### config.mk
export PLATFORM = sky130hd
export DESIGN_NAME = memory_game_controller
export DESIGN_NICKNAME = d
export VERILOG_FILES = /design/src/rtl/memory_game_controller.sv
export SDC_FILE = /design/constraint.sdc
export NUM_CORES = 1
export LEC_CHECK = 0
export CORE_MARGIN = 2
export CORE_UTILIZATION = 29
export DETAILED_ROUTE_END_ITERATION = 6
export SYNTH_ARGS = -nofsm -noshare
export SYNTH_HDL_FRONTEND = slang
export SYNTH_SLANG_ARGS = --single-unit
### constraint.sdc
create_clock -name clock_25M -period 4 [get_ports clock_25M]
set_input_delay 0.8 -clock clock_25M [delete_from_list [all_inputs] [get_ports clock_25M]]
set_output_delay 0.8 -clock clock_25M [all_outputs]
set_load 0.005 [all_outputs]
### src/rtl/memory_game_controller.sv
// Game-logic core for the pairs memory game: cursor, pick/compare/hide FSM,
// face-up and removed masks, move counter and win detection.
module memory_game_controller #(
    parameter int unsigned GRID_SIZE_X     = 5,
    parameter int unsigned GRID_SIZE_Y     = 4,
    parameter int unsigned PAIR_ID_W       = 4,
    parameter int unsigned MISMATCH_FRAMES = 60,
    parameter bit          WRAP_CURSOR     = 1'b0,
    localparam int unsigned N  = GRID_SIZE_X * GRID_SIZE_Y,
    localparam int unsigned XW = $clog2(GRID_SIZE_X),
    localparam int unsigned YW = (GRID_SIZE_Y > 1) ? $clog2(GRID_SIZE_Y) : 1
) (
    input  logic                   clock_25M,
    input  logic                   reset,
    input  logic                   frame,
    input  logic                   right,
    input  logic                   left,
    input  logic                   up,
    input  logic                   down,
    input  logic                   select,
    input  logic [N*PAIR_ID_W-1:0] layout,
    output logic [XW-1:0]          cursor_x,
    output logic [YW-1:0]          cursor_y,
    output logic [N-1:0]           flipped,
    output logic [N-1:0]           removed,
    output logic [15:0]            moves,
    output logic                   game_over
);

    localparam int unsigned CW = $clog2(N);
    localparam int unsigned PW = $clog2(N / 2 + 1);
    localparam int unsigned TW = 8;

    typedef enum logic [2:0] {
        S_PICK1,
        S_PICK2,
        S_CHECK,
        S_SHOW,
        S_WIN
    } state_t;

    state_t          r_state;
    logic [XW-1:0]   r_cursor_x;
    logic [YW-1:0]   r_cursor_y;
    logic [N-1:0]    r_flipped;
    logic [N-1:0]    r_removed;
    logic [15:0]     r_moves;
    logic            r_game_over;
    logic [CW-1:0]   r_first;
    logic [CW-1:0]   r_second;
    logic [PW-1:0]   r_pairs_left;
    logic [TW-1:0]   r_timer;
    logic [4:0]      r_prev;

    logic [4:0]      w_btn;
    logic [4:0]      w_press;
    logic            w_pr_right;
    logic            w_pr_left;
    logic            w_pr_up;
    logic            w_pr_down;
    logic            w_pr_sel;
    logic [CW-1:0]   w_cell;
    logic            w_cell_free;
    logic            w_ids_equal;
    logic [XW-1:0]   w_next_x;
    logic [YW-1:0]   w_next_y;

    // Rising-edge detection between consecutive frame samples
    assign w_btn      = {select, down, up, left, right};
    assign w_press    = frame ? (w_btn & ~r_prev) : 5'b0;
    assign w_pr_right = w_press[0];
    assign w_pr_left  = w_press[1];
    assign w_pr_up    = w_press[2];
    assign w_pr_down  = w_press[3];
    assign w_pr_sel   = w_press[4];

    assign w_cell      = CW'(32'(r_cursor_y) * GRID_SIZE_X + 32'(r_cursor_x));
    assign w_cell_free = !r_flipped[w_cell] && !r_removed[w_cell];
    assign w_ids_equal = layout[32'(r_first) * PAIR_ID_W +: PAIR_ID_W]
                      == layout[32'(r_second) * PAIR_ID_W +: PAIR_ID_W];

    // Next cursor position; edges use explicit compares, never overflow
    always_comb begin
        w_next_x = r_cursor_x;
        w_next_y = r_cursor_y;
        if (w_pr_right && !w_pr_left) begin
            if (r_cursor_x == XW'(GRID_SIZE_X - 1))
                w_next_x = WRAP_CURSOR ? '0 : r_cursor_x;
            else
                w_next_x = r_cursor_x + XW'(1);
        end else if (w_pr_left && !w_pr_right) begin
            if (r_cursor_x == '0)
                w_next_x = WRAP_CURSOR ? XW'(GRID_SIZE_X - 1) : r_cursor_x;
            else
                w_next_x = r_cursor_x - XW'(1);
        end
        if (w_pr_down && !w_pr_up) begin
            if (r_cursor_y == YW'(GRID_SIZE_Y - 1))
                w_next_y = WRAP_CURSOR ? '0 : r_cursor_y;
            else
                w_next_y = r_cursor_y + YW'(1);
        end else if (w_pr_up && !w_pr_down) begin
            if (r_cursor_y == '0)
                w_next_y = WRAP_CURSOR ? YW'(GRID_SIZE_Y - 1) : r_cursor_y;
            else
                w_next_y = r_cursor_y - YW'(1);
        end
    end

    always_ff @(posedge clock_25M or posedge reset) begin
        if (reset) begin
            r_state      <= S_PICK1;
            r_cursor_x   <= '0;
            r_cursor_y   <= '0;
            r_flipped    <= '0;
            r_removed    <= '0;
            r_moves      <= '0;
            r_game_over  <= 1'b0;
            r_first      <= '0;
            r_second     <= '0;
            r_pairs_left <= PW'(N / 2);
            r_timer      <= '0;
            r_prev       <= '1;
        end else begin
            if (frame)
                r_prev <= w_btn;
            if (r_state != S_WIN) begin
                r_cursor_x <= w_next_x;
                r_cursor_y <= w_next_y;
            end
            case (r_state)
                S_PICK1: begin
                    if (w_pr_sel && w_cell_free) begin
                        r_flipped[w_cell] <= 1'b1;
                        r_first           <= w_cell;
                        r_state           <= S_PICK2;
                    end
                end
                S_PICK2: begin
                    if (w_pr_sel && w_cell_free && (w_cell != r_first)) begin
                        r_flipped[w_cell] <= 1'b1;
                        r_second          <= w_cell;
                        if (r_moves != 16'hFFFF)
                            r_moves <= r_moves + 16'd1;
                        r_state <= S_CHECK;
                    end
                end
                S_CHECK: begin
                    if (w_ids_equal) begin
                        r_removed[r_first]  <= 1'b1;
                        r_removed[r_second] <= 1'b1;
                        r_flipped[r_first]  <= 1'b0;
                        r_flipped[r_second] <= 1'b0;
                        r_pairs_left        <= r_pairs_left - PW'(1);
                        if (r_pairs_left == PW'(1)) begin
                            r_game_over <= 1'b1;
                            r_state     <= S_WIN;
                        end else begin
                            r_state <= S_PICK1;
                        end
                    end else begin
                        r_timer <= TW'(MISMATCH_FRAMES);
                        r_state <= S_SHOW;
                    end
                end
                S_SHOW: begin
                    if (frame) begin
                        if (r_timer == TW'(1)) begin
                            r_flipped[r_first]  <= 1'b0;
                            r_flipped[r_second] <= 1'b0;
                            r_state             <= S_PICK1;
                        end
                        r_timer <= r_timer - TW'(1);
                    end
                end
                S_WIN: begin
                    if (w_pr_sel) begin
                        r_flipped    <= '0;
                        r_removed    <= '0;
                        r_moves      <= '0;
                        r_cursor_x   <= '0;
                        r_cursor_y   <= '0;
                        r_pairs_left <= PW'(N / 2);
                        r_game_over  <= 1'b0;
                        r_state      <= S_PICK1;
                    end
                end
                default: r_state <= S_PICK1;
            endcase
        end
    end

    assign cursor_x  = r_cursor_x;
    assign cursor_y  = r_cursor_y;
    assign flipped   = r_flipped;
    assign removed   = r_removed;
    assign moves     = r_moves;
    assign game_over = r_game_over;

endmodule

==> run metrics, run 1 <==
status=complete, no violations; Resized Gates After CTS=0; number of inserted filler cells in the final layout=2381; width of the chip=159 um; Seq. cell area=0.00231 mm2; total leakage power=3.46 nW; number of standard-cell rows in the floorplan=56; detailed-route via count=6644; worst slew slack as a fraction of its limit=0.279; setup TNS=0 ps; DRC errors left=0; most frequent standard cell in the layout excluding fill and tap cells=clkdlybuf4s50_1; sequential share of the synthesized area=0.331; area growth from synthesis to layout=30.9%; post-synthesis instance total=755; register share of total power=0.249; sum of routed wire length over all layers=23.5 mm; Die Footprint=0.0253 mm2; VDD IR max=0.304 mV; Seq cells post-synth=92; path type of the worst min-delay path=reg2reg; number of I/O port buffers=149; Final nets=990; setup repair bufs after CTS=0; half-perimeter wire length after placement=17.7 mm; initial drt markers=622; startpoint type of the worst setup path=flip-flop; r2r startpoint=cursor_y[1]; clock share of power=0.136; endpoint class of the critical path=flip-flop; switching power share of the total=0.458; min setup slack post-route=343 ps; clock latency on the worst-skew pair=350 ps; Post-Layout Cell Count=1211; number of stages on the worst hold path=2; combinational power share=0.615; vias in the first global route=6541; placement-stage cell area=0.00881 mm2; number of detailed-route iterations in the first pass=5; global routing usage summed across all routing layers=0.186; Vias/cell=5.49; total of endpoints with negative setup slack in the final report=0; Congestion Overflow GR=0; TritonCTS clock tree=built; Sw Pwr=0.00325 W; initial antenna violation count=0; commonest cells after routing, fill and taps aside=clkdlybuf4s50_1 (149), dfrtp_1 (84), nand2_1 (60); post-synthesis instance area=0.00698 mm2; number of library cell types mapped by synthesis=74; cts-stage hold buffer count=0; post-CTS clock slew at the launch and capture registers of the worst setup and hold paths=70 ps; Max clock buf depth=2; largest net degree at the start of global routing=58; first-pass GRT wire length=37.6 mm; share of cells above drive strength 1=0.127; Endpoint, Worst Hold=r_prev[4]; Final min period=3660 ps; post-route cell area=0.00914 mm2; worst-case hold slack=508 ps; clock sinks=92; Post-synth ARST share=1.00; DRT antenna net count=0; worst path required time=4270 ps; number of flops mapped to enable cells by yosys=0; initial core utilization=0.297; capturing point of the worst reg2reg path=moves[11]; io pins=150; setup repair after global routing missed its margin=no; CTS buffer count=9; y dimension of the die=159 um; crit path kind=reg2reg; depth of the CTS H-tree=3; footprint of the multi-input gates=0.00433 mm2; mean area per synthesized cell=9.25 um2; syn nets=858; count of final max-slew check failures=0; number of placed instances, taps included=1195; Internal=0.00385 W; worst slack after detailed placement=374 ps; maximum clock frequency=273 MHz; total of max-cap violations=0; clock root buffer=clkbuf_16; final hold viol count=0; Power Density=776 mW/mm2; final weighted congestion in routability-driven placement=0.882; routed len/inst=19.4 um; worst-path maximum fanout=29; total inserted antenna cells=0; worst reg2reg path depth=10; number of synthesis warnings=0; slack of the worst reg-to-reg path=340 ps; origin of the worst min-delay path=r_prev[4]; arrival time at the worst endpoint=3930 ps; Worst Max-Slew Pin Slew=1080 ps; most frequently used flop master after synthesis=dfrtp_1; Final Cycle Share=0.914; worst clock skew=10.2 ps; total core area=0.0235 mm2
## Yosys cell counts, drive strengths merged, types with 22 or more instances
library cell / instances / area [um2]
mux2i: 40 / 400
nor3: 50 / 250
a211oi: 22 / 165
clkbuf: 23 / 86.3
mux2: 27 / 304
a21oi: 34 / 170
nand2: 60 / 225
o21ai: 53 / 273
buf: 31 / 191
nor2: 48 / 180
dfrtp: 85 / 2130
mux4: 24 / 544
nand3: 23 / 120
## layer usage
metal,global-route usage,part of all wire
met4,0.0421,0.013
met3,0.0287,0.046
met5,0,0
met2,0.303,0.48
met1,0.260,0.46
## sequential cells by signal, indices dropped and copies added (netlist names)
name / cells
removed: 20
r_first: 5
r_timer: 8
r_second: 5
r_prev: 5
game_over: 1
moves: 16
r_pairs_left: 4
r_state: 3
cursor_x: 3
cursor_y: 2
flipped: 20
## critical path, cell delays in order, from the launching register on
cell	delay (ps)
dfrtp_1	450
ha_1	330
ha_1	630
buf_4	230
nand2_1	50
o31ai_1	200
a221oi_1	80
a2111o_1	410
or3b_4	520
or4_1	500
a21oi_1	150
## worst max path at each step
stage,slack (ps),cells past startpoint,startpoint,to
floorplan,720,11,cursor_x[2],moves[9]
global placement,480,10,cursor_x[1],moves[11]
detailed placement,370,10,cursor_y[1],moves[11]
CTS,350,10,cursor_x[1],moves[11]
global route,130,10,cursor_y[1],moves[11]
finish,340,10,cursor_y[1],moves[11]
## layout make-up
type / instances / area share
clock buffer: 11 / 0.0277
multi-input combinational: 591 / 0.473
tap: 319 / 0.0437
sequential: 92 / 0.253
timing repair buffer: 175 / 0.186
clock inverter: 5 / 0.00890
inverter: 18 / 0.00753
## stage by stage
step	util	power, W
finish	0.388	0.00709
global route	0.388	0.00758
CTS	0.388	0.00709
detailed placement	0.374	0.00609
global placement	0.374	0.00606
floorplan	-	0.00461
## power groups by stage
stage          clock, W  sequential [W]  combinational, W
6_report       0.000961         0.00177           0.00436
5_1_grt         0.00102         0.00182           0.00474
4_1_cts        0.000985         0.00176           0.00435
3_5_place_dp          0         0.00177           0.00432
3_3_place_gp          0         0.00176           0.00430
2_1_floorplan         0         0.00151           0.00310
## kinds of logic after synthesis
| kind of cell | count (synthesis) | synth area share |
|---|---|---|
| and+or+nand+nor | 273 | 0.208 |
| DFF | 92 | 0.331 |
| buffers and inverters | 72 | 0.0495 |
| xor gates and xnor gates | 7 | 0.0109 |
| AOI/OAI and AO/OA | 205 | 0.195 |
| adders and majority gates | 15 | 0.0269 |
| muxes | 91 | 0.179 |
Power figures use the tool's default switching activity.
==> inputs of run 2 (changes only) <==
--- a/config.mk
+++ b/config.mk
@@ -5,7 +5,6 @@
 export SDC_FILE = /design/constraint.sdc
 export NUM_CORES = 1
 export LEC_CHECK = 0
-export CORE_MARGIN = 2
 export CORE_UTILIZATION = 29
 export DETAILED_ROUTE_END_ITERATION = 6
 export SYNTH_ARGS = -nofsm -noshare
==> run 2 against run 1 <==
Compared with the run above: clock power down 9.5%; critical path depth down 1; via count about the same; register-to-register slack worse by 20 ps; first-iteration DRC count down 6.8%; total power down 1.7%; cell count about the same; routed wire length down 0.82%; non-clock buffer count down 1; combinational power about the same; flip-flop and latch count unchanged.
==> run metrics, run 2 (synthesized netlist as in run 1, its figures left out) <==
setup repair bufs after CTS=0 (unchanged); worst slew slack as a fraction of its limit=0.310 (+0.0306); total leakage power=3.43 nW (-0.89%); DRC errors left=0 (unchanged); r2r startpoint=cursor_y[1]; most frequent standard cell in the layout excluding fill and tap cells=clkdlybuf4s50_1; total of max-cap violations=0 (unchanged); clock root buffer=clkbuf_16; combinational power share=0.621 (+0.006); number of I/O port buffers=149 (unchanged); setup TNS=0 ps (unchanged); count of final max-slew check failures=0 (unchanged); area growth from synthesis to layout=30.3%; depth of the CTS H-tree=3 (unchanged); half-perimeter wire length after placement=17.5 mm (-1.1%); worst-path maximum fanout=29 (unchanged); Max clock buf depth=2 (unchanged); utilization after layout=0.386 (-0.00197); Sw Pwr=0.00324 W (-0.11%); register share of total power=0.254 (+0.005); detailed-route via count=6643 (-0.015%); maximum clock frequency=272 MHz (-0.44%); commonest cells after routing, fill and taps aside=clkdlybuf4s50_1 (149), dfrtp_1 (84), nand2_1 (60); io pins=150 (unchanged); total core area=0.0235 mm2 (unchanged); worst reg2reg path depth=9 (-1); Final Cycle Share=0.918 (+0.00400); arrival time at the worst endpoint=3940 ps (about the same); Internal=0.00373 W (-3.0%); Congestion Overflow GR=0 (unchanged); routed len/inst=19.3 um (-0.73%); CTS buffer count=9 (unchanged); vias in the first global route=6470 (-1.1%); worst slack after detailed placement=365 ps (-8.64 ps); Vias/cell=5.49 (about the same); largest net degree at the start of global routing=93 (+60%); startpoint type of the worst setup path=flip-flop; final weighted congestion in routability-driven placement=0.862 (-2.3%); crit path kind=reg2reg; clock share of power=0.125 (-0.011); clock latency on the worst-skew pair=350 ps (about the same); width of the chip=157 um (-1.3%); initial drt markers=580 (-6.8%); post-CTS clock slew at the launch and capture registers of the worst setup and hold paths=70 ps (about the same); global routing usage summed across all routing layers=0.196 (+0.0101); first-pass GRT wire length=37.2 mm (-1.2%); worst clock skew=9.74 ps (-0.493 ps); DRT antenna net count=0 (unchanged); number of detailed-route iterations in the first pass=7 (+2); Die Footprint=0.0247 mm2 (-2.5%); clock sinks=92 (unchanged); setup repair after global routing missed its margin=no; total inserted antenna cells=0 (unchanged); status=complete, no violations; capturing point of the worst reg2reg path=moves[15]; TritonCTS clock tree=built; number of standard-cell rows in the floorplan=56 (unchanged); Final min period=3670 ps (+16.0 ps); Endpoint, Worst Hold=game_over; number of inserted filler cells in the final layout=2395 (+0.59%); share of cells above drive strength 1=0.123 (-0.00322); initial core utilization=0.297 (unchanged); Resized Gates After CTS=0 (unchanged); path type of the worst min-delay path=reg2reg; VDD IR max=0.366 mV (+20%); min setup slack post-route=327 ps (-16.0 ps); slack of the worst reg-to-reg path=330 ps (-20 ps); number of stages on the worst hold path=2 (unchanged); origin of the worst min-delay path=game_over; Worst Max-Slew Pin Slew=1030 ps (-45.8 ps); y dimension of the die=157 um (-1.3%); worst path required time=4270 ps (about the same); Power Density=767 mW/mm2 (-1.2%); Final nets=989 (-0.10%); total of endpoints with negative setup slack in the final report=0 (unchanged); sum of routed wire length over all layers=23.3 mm (-0.82%); initial antenna violation count=0 (unchanged); endpoint class of the critical path=flip-flop; cts-stage hold buffer count=0 (unchanged); final hold viol count=0 (unchanged); switching power share of the total=0.465 (+0.00724)
==> run 2: layout make-up <==
type	instances	area (um2)	area share
repair buffers	174	1690	0.186
multi-input cells	591	4330	0.476
clock inverters	5	62.6	0.00688
clock buffers	11	233	0.0256
flip-flops and latches	92	2310	0.254
well taps	319	399	0.0439
inverters	18	68.8	0.00757
==> run 2: worst max-delay path: stages (launching register included) <==
cell	delay, ps
dfrtp_1	450
ha_1	330
ha_1	530
or4_1	480
o31ai_1	80
a221oi_1	90
a2111o_1	420
or3b_4	520
or4_1	500
a21oi_1	170
==> run 2: how the worst max path moves through the flow <==
stage / from / end / slack, ps / cells past startpoint
after floorplan: cursor_x[2] / moves[9] / 720 / 11
after global placement: layout[78] / r_timer[7] / 430 / 8
after detailed placement: cursor_y[1] / moves[15] / 370 / 9
after CTS: cursor_y[1] / moves[15] / 350 / 9
after global routing: cursor_x[1] / moves[12] / 160 / 9
final: cursor_y[1] / moves[15] / 330 / 9
==> run 2: per-layer routing <==
layer,GRT usage,routed length (um)
met1,0.271,10500
met2,0.313,11100
met3,0.0347,1330
met4,0.0518,409
met5,0,0
==> run 2: metrics by stage <==
| step | power (W) | hold WS [ps] | std cells | instance area [um2] |
|---|---|---|---|---|
| finish | 0.00697 | 503 | 1210 | 9090 |
| global route | 0.00748 | 542 | 1210 | 9090 |
| CTS | 0.00698 | 509 | 1210 | 9090 |
| detailed placement | 0.00608 | 486 | 1194 | 8800 |
| global placement | 0.00602 | 482 | 1194 | 8800 |
| floorplan | 0.00461 | 461 | 755 | 6980 |
==> run 2: power by group through the flow <==
stage	logic, W	registers, W	clock network (W)
2_1_floorplan	0.00310	0.00151	0
3_3_place_gp	0.00425	0.00177	0
3_5_place_dp	0.00429	0.00178	0
4_1_cts	0.00432	0.00177	0.000891
5_1_grt	0.00472	0.00184	0.000924
6_report	0.00433	0.00177	0.000870
==> inputs of run 3 (changes only) <==
--- a/config.mk
+++ b/config.mk
@@ -7,6 +7,7 @@
 export LEC_CHECK = 0
 export CORE_UTILIZATION = 29
 export DETAILED_ROUTE_END_ITERATION = 6
+export SETUP_SLACK_MARGIN = 0.05
 export SYNTH_ARGS = -nofsm -noshare
 export SYNTH_HDL_FRONTEND = slang
 export SYNTH_SLANG_ARGS = --single-unit
==> results of run 3 <==
The final DEF is identical to that of run 2; final timing and power are the same.
